$ cat config.mk
export PLATFORM = sky130hd
export DESIGN_NAME = wb_bounded_responder
export DESIGN_NICKNAME = d
export VERILOG_FILES = /design/src/rtl/wb_bounded_responder.sv
export SDC_FILE = /design/constraint.sdc
export NUM_CORES = 1
export LEC_CHECK = 0
export ABC_AREA = 1
export CORE_ASPECT_RATIO = 0.6
export CORE_MARGIN = 2
export CORE_UTILIZATION = 42
export DETAILED_ROUTE_END_ITERATION = 10
export PLACE_DENSITY = 0.8
export SLEW_MARGIN = 10
export SYNTH_ARGS = -nofsm -noshare
export SYNTH_HDL_FRONTEND = slang
export SYNTH_SLANG_ARGS = --single-unit
$ cat constraint.sdc
create_clock -name clk -period 4.89 [get_ports clk]
set_clock_uncertainty 0.15 [all_clocks]
set_input_delay 1.467 -clock clk [delete_from_list [all_inputs] [get_ports clk]]
set_output_delay 1.467 -clock clk [all_outputs]
set_load 0.03 [all_outputs]
$ cat src/rtl/wb_bounded_responder.sv
// wb_bounded_responder: registered Wishbone classic bridge with a bounded
// downstream wait. A target that never acks is answered with an error so the
// core always makes progress; timeouts are flagged and counted.
module wb_bounded_responder #(
   parameter int          MAX_WAIT  = 4,
   parameter logic [31:0] ERR_DATA  = 32'hDEADBEEF,
   parameter int          CNT_WIDTH = 8
) (
   input  logic                 clk,
   input  logic                 rst,
   input  logic [29:0]          bus__adr,
   input  logic                 bus__cyc,
   input  logic                 bus__stb,
   input  logic                 bus__we,
   input  logic [3:0]           bus__sel,
   input  logic [31:0]          bus__dat_w,
   output logic [31:0]          bus__dat_r,
   output logic                 bus__ack,
   output logic                 bus__err,
   output logic [29:0]          dn__adr,
   output logic                 dn__cyc,
   output logic                 dn__stb,
   output logic                 dn__we,
   output logic [3:0]           dn__sel,
   output logic [31:0]          dn__dat_w,
   input  logic [31:0]          dn__dat_r,
   input  logic                 dn__ack,
   output logic                 timeout,
   output logic [CNT_WIDTH-1:0] timeout_count
);

   localparam int             WCW       = $clog2(MAX_WAIT) + 1;
   localparam logic [WCW-1:0] LAST_WAIT = WCW'(MAX_WAIT - 1);

   typedef enum logic [1:0] {IDLE, WAIT, RESP} state_t;

   state_t         state, state_nxt;
   logic [WCW-1:0] wait_cnt;
   logic           resp_ok, resp_err;
   logic           take_req, take_ack, take_to, wait_inc;

   // State register; reset lands in IDLE so dn__cyc/dn__stb drop at once.
   always_ff @(posedge clk or posedge rst) begin
      if (rst) state <= IDLE;
      else     state <= state_nxt;
   end

   // Next-state and datapath control. Abort beats ack; ack beats timeout.
   always_comb begin
      state_nxt = state;
      take_req  = 1'b0;
      take_ack  = 1'b0;
      take_to   = 1'b0;
      wait_inc  = 1'b0;
      case (state)
         IDLE: begin
            if (bus__cyc && bus__stb) begin
               take_req  = 1'b1;
               state_nxt = WAIT;
            end
         end
         WAIT: begin
            if (!bus__cyc) begin
               state_nxt = IDLE;
            end else if (dn__ack) begin
               take_ack  = 1'b1;
               state_nxt = RESP;
            end else if (wait_cnt == LAST_WAIT) begin
               take_to   = 1'b1;
               state_nxt = RESP;
            end else begin
               wait_inc  = 1'b1;
            end
         end
         RESP:    state_nxt = IDLE;
         default: state_nxt = IDLE;
      endcase
   end

   // Strobe is decoded from the registered state, so it is glitch-free.
   assign dn__cyc  = (state == WAIT);
   assign dn__stb  = (state == WAIT);
   // Response only in RESP, and never toward a core that has dropped cyc.
   assign bus__ack = (state == RESP) && resp_ok  && bus__cyc;
   assign bus__err = (state == RESP) && resp_err && bus__cyc;

   // Request latch, wait counter, response capture and timeout bookkeeping.
   always_ff @(posedge clk or posedge rst) begin
      if (rst) begin
         dn__adr       <= '0;
         dn__we        <= 1'b0;
         dn__sel       <= '0;
         dn__dat_w     <= '0;
         bus__dat_r    <= '0;
         wait_cnt      <= '0;
         resp_ok       <= 1'b0;
         resp_err      <= 1'b0;
         timeout       <= 1'b0;
         timeout_count <= '0;
      end else begin
         if (take_req) begin
            dn__adr   <= bus__adr;
            dn__we    <= bus__we;
            dn__sel   <= bus__sel;
            dn__dat_w <= bus__dat_w;
            wait_cnt  <= '0;
         end
         if (wait_inc) wait_cnt <= wait_cnt + WCW'(1);
         if (take_ack) begin
            // Captured for writes too; the core ignores it then.
            bus__dat_r <= dn__dat_r;
            resp_ok    <= 1'b1;
            resp_err   <= 1'b0;
         end
         if (take_to) begin
            bus__dat_r <= ERR_DATA;
            resp_ok    <= 1'b0;
            resp_err   <= 1'b1;
            timeout    <= 1'b1;
            if (timeout_count != {CNT_WIDTH{1'b1}})
               timeout_count <= timeout_count + CNT_WIDTH'(1);
         end
      end
   end

endmodule
Word level (Yosys, flattened, before mapping) --
Index checks and enable logic that the tools add are counted.
Storage, ports and cells: word-level logic and storage cells 55, latch bits 0, ROM bits 0, register bits 115, RAM bits 0, memories 0, output and inout bits 112
Operators by class: equality and inequality tests 6, reduce and logical (&&, ||, !) cells 10, order comparisons 0, multiply operators 0, shift operators 0, mux-type cells 26, bitwise operators 0, add/sub/neg operators 2, div/mod/pow operators 0
Operators by type and width (number):
- $mux 32 | 2
- $mux 1 | 17
- $add 8x1->8 const B | 1
- $mux 2 | 4
- $ne 8x8->1 const B | 1
- $mux 3 | 2
- $logic_and 1x1->1 | 5
- $ne 4x2->1 const B | 1
- $pmux 2 s2 | 1
- $reduce_and 2->1 | 2
- $reduce_bool 2->1 | 2
- $add 3x1->3 const B | 1
- $eq 3x2->1 const B | 1
- $eq 2x1->1 const B | 1
- $eq 2x2->1 const B | 1
- $logic_not 2->1 | 1
- $ne 2x2->1 const B | 1

Depth between registers and ports, before layout --
word-level depth 6, mapped depth 8, depth with buffers taken out 8

Worst setup path before layout --
OpenSTA, ideal clock, no wires.
path kind input to output, start point in bus__cyc, end point out bus__ack, data required time 3.273 ns, path buffers 0, data arrival time 1.955 ns, path slack 1.318 ns, stages 2, cells stage by stage nand3_1 -> nor2_1
Between the ends: word-level cells in the longest chain between the ends 1
RTL lines:
- start: declaration | RTL line 12 | input logic bus__cyc,
- $logic_and 1x1->1 | RTL line 84 | assign bus__ack = (state == RESP) && resp_ok && bus__cyc;
- end: declaration | RTL line 18 | output logic bus__ack,
No other way between the ends.

Worst setup path after layout --
start point in bus__cyc, end point out bus__err
Between the ends: word-level cells in the longest chain between the ends 1
RTL lines:
- $logic_and 1x1->1 | RTL line 85 | assign bus__err = (state == RESP) && resp_err && bus__cyc;
- end: declaration | RTL line 19 | output logic bus__err,
No other way between the ends.

==> impl_metrics.env <==
export IMPL_run_status="complete, no violations"
export IMPL_cts_tree="done"
export IMPL_setup_viol=0
export IMPL_drive_gt1_frac=0.1332
export IMPL_gp_congestion=0.7892
export IMPL_core_um2=11450
export IMPL_hold_slack_ns=0.3262
export IMPL_start_util=0.4367
export IMPL_async_reset_ff_frac=1.000
export IMPL_synth_edff_count=0
export IMPL_slew_violations=0
export IMPL_synth_largest_area_cell="dfrtp_1"
export IMPL_crit_path_max_fanout=2
export IMPL_io_pins=216
export IMPL_use_met2=0.3439
export IMPL_fin_crit_ns=4.510
export IMPL_yosys_warnings=0
export IMPL_critPathKind="in2out"
export IMPL_drc_errors=0
export IMPL_clk_latency_ns=0.40
export IMPL_peakVddDrop_v=0.0002759
export IMPL_clk_pin_slew_ns=0.05
export IMPL_hp_class="reg2reg"
export IMPL_cts_buffer_depth=2
export IMPL_synthTopCellsByArea="dfrtp_1, nand2_1, o21ai_2"
export IMPL_multi_input_area_um2=1583
export IMPL_grt_pass1_wl_mm=20.49
export IMPL_power_density_nw_per_um2=484.0
export IMPL_use_met3=0.09848
export IMPL_ff_latch_area_um2=2878
export IMPL_cpMostUsedCell="clkdlybuf4s50_1"
export IMPL_io_buffers=215
export IMPL_synth_area_um2=5000
export IMPL_die_w_um=144.9
export IMPL_wirelength_mm=12.99
export IMPL_fin_crit_sh=0.9224
export IMPL_grt_use_met1=0.2491
export IMPL_synth_fp_nets=635
export IMPL_grt_overflow=0
export IMPL_crit_chain="clkdlybuf4s50_1, nand3_1, nor2_1, clkdlybuf4s50_1"
export IMPL_hold_viol=0
export IMPL_fmax_ghz=0.2217
export IMPL_cts_resized=0
export IMPL_drtIter0Drc=159
export IMPL_path_buf_inv=2
export IMPL_ys_seq_area_frac=0.5756
export IMPL_grt_usage=0.2107
export IMPL_grt_antenna_before_repair=0
export IMPL_die_area_um2=12820
export IMPL_synth_distinct_cells=25
export IMPL_holdBufCountCts=0
export IMPL_cts_root_buf="clkbuf_16"
export IMPL_syn2layout_area_growth_pct=57.26
export IMPL_rsz0062_at_grt="no"
export IMPL_busiest_layer="met2"
export IMPL_yosys_area_top_type_share=0.5756
export IMPL_worstSetupStartpointType="input pin"
export IMPL_cts_post_setup_buffers_inserted=0
export IMPL_crit_path_end_kind="primary output"
export IMPL_synth_flop_cell="dfrtp_1"
export IMPL_vias_per_cell=4.564
export IMPL_worst_pin_slew_ns=0.7461
export IMPL_fin_setup_tns_ns=0
export IMPL_cp_arrival_ns=2.89
export IMPL_grt_pass1_vias=4240
export IMPL_maxCapViolCount=0
export IMPL_synth_seq_cells=115
export IMPL_postSynthCellCount=528
export IMPL_vias=4190
export IMPL_die_h_um=88.52
export IMPL_cpPeakStageDelay_ns=0.68
export IMPL_row_count=30
export IMPL_ant_nets=0
export IMPL_fin_nets=852
export IMPL_cp_slowest_cell="clkdlybuf4s50_1"
export IMPL_leakagePower_uw=0.003729
export IMPL_htree_levels=4
export IMPL_antenna_cells=0
export IMPL_wl_per_cell_um=14.15
export IMPL_path_delay_family="buffers and inverters"
export IMPL_place_hpwl_mm=9.610
export IMPL_crit_required_ns=3.27
export IMPL_cts_sink_count=115
export IMPL_drt_first_pass_iters=4
export IMPL_syn_avg_cell_area_um2=9.469
export IMPL_fillers=880
export IMPL_slew_headroom=0.5026
export IMPL_grt_max_degree=63
export IMPL_cts_buffers=17
## path summary, 6_finish.rpt
check | start | end | slack, ns | cells after the start
max | bus__cyc | bus__err | 0.38 | 4
min | dn__adr[19] | dn__adr[19] | 0.33 | 2
min reg2reg | dn__adr[19] | dn__adr[19] | 0.33 | 2
max in group asynchronous | rst | dn__sel[2] | 2.32 | 3
max reg2reg | state[0] | dn__adr[11] | 2.86 | 5
min in group asynchronous | rst | bus__dat_r[31] | 1.41 | 2
## report_power, final
part	internal (uW)	leakage [uW]	switching [uW]	total [uW]
logic	493	0.00200	663	1160
registers	1140	0.00141	110	1250
clock network	971	0.000317	426	1400
## stage by stage
step / cell area (um^2) / total power, uW / worst slack, ns / util / instances
CTS: 7863 / 3851 / 0.4042 / 0.6868 / 918
global route: 7863 / 3989 / 0.3349 / 0.6868 / 918
floorplan: 5000 / 1892 / 0.2289 / - / 528
detailed placement: 7187 / 2430 / 0.4088 / 0.6278 / 886
finish: 7863 / 3806 / 0.3796 / 0.6868 / 918
global placement: 7187 / 2395 / 0.4499 / 0.6278 / 886
## worst register-to-register path: cells and delay by family (launching register included)
kind,cells,cell delay [ns]
flops,1,0.42
compound gates,1,0.06
simple gates,2,0.65
buf+inv,2,0.64
## routing by layer
layer,share of wire,wire [um],vias up
li1,-,-,2038
met1,0.41,5283,1954
met2,0.47,6075,179
met3,0.11,1459,19
met4,0.013,174,0
met5,0,0,-
## kinds of logic after synthesis
family | Yosys count | share of synthesized area
and+or+nand+nor | 227 | 0.1912
DFF | 115 | 0.5756
buffers and inverters | 107 | 0.1096
AOI/OAI and AO/OA | 73 | 0.1109
xor gates and xnor gates | 3 | 0.005256
adders and majority gates | 3 | 0.007508
## layout by cell type, fill, tap and decap left out, drive strengths merged
cell type      instances
o22ai                  1
nand2                123
o21ai                 72
ha                     3
clkinvlp               3
clkdlybuf4s50        215
xor2                   1
xnor2                  2
inv                   85
dfrtp                115
clkbuf                20
or2                    1
nand3                 19
clkinv                 3
nand4                  1
bufinv                 6
buf                    5
nor2                  83
## registers in the layout, indices dropped and copies added, names as in the netlist
| signal | flops |
|---|---|
| bus__dat_r | 32 |
| dn__dat_w | 32 |
| dn__adr | 30 |
| timeout_count | 8 |
| dn__sel | 4 |
| wait_cnt | 3 |
| state | 2 |
| dn__we | 1 |
| resp_err | 1 |
| resp_ok | 1 |
| timeout | 1 |
## area by class of cell
| cell class | instances | share of cell area |
|---|---|---|
| repair buffers | 220 | 0.2801 |
| clock buffers | 20 | 0.05681 |
| flip-flops and latches | 115 | 0.3660 |
| well taps | 160 | 0.02546 |
| clock inverters | 12 | 0.02912 |
| inverters | 85 | 0.04122 |
| multi-input cells | 306 | 0.2013 |
## synth_stat cells, types with 3 or more instances
cell type / instances
buf_4: 6
buf_6: 13
dfrtp_1: 115
ha_1: 3
inv_1: 79
inv_2: 5
nand2_1: 119
nand2_4: 3
nand3_1: 18
nor2_1: 80
o21ai_0: 7
o21ai_1: 15
o21ai_2: 50
Note: power is estimated with default switching activity, not from simulation.
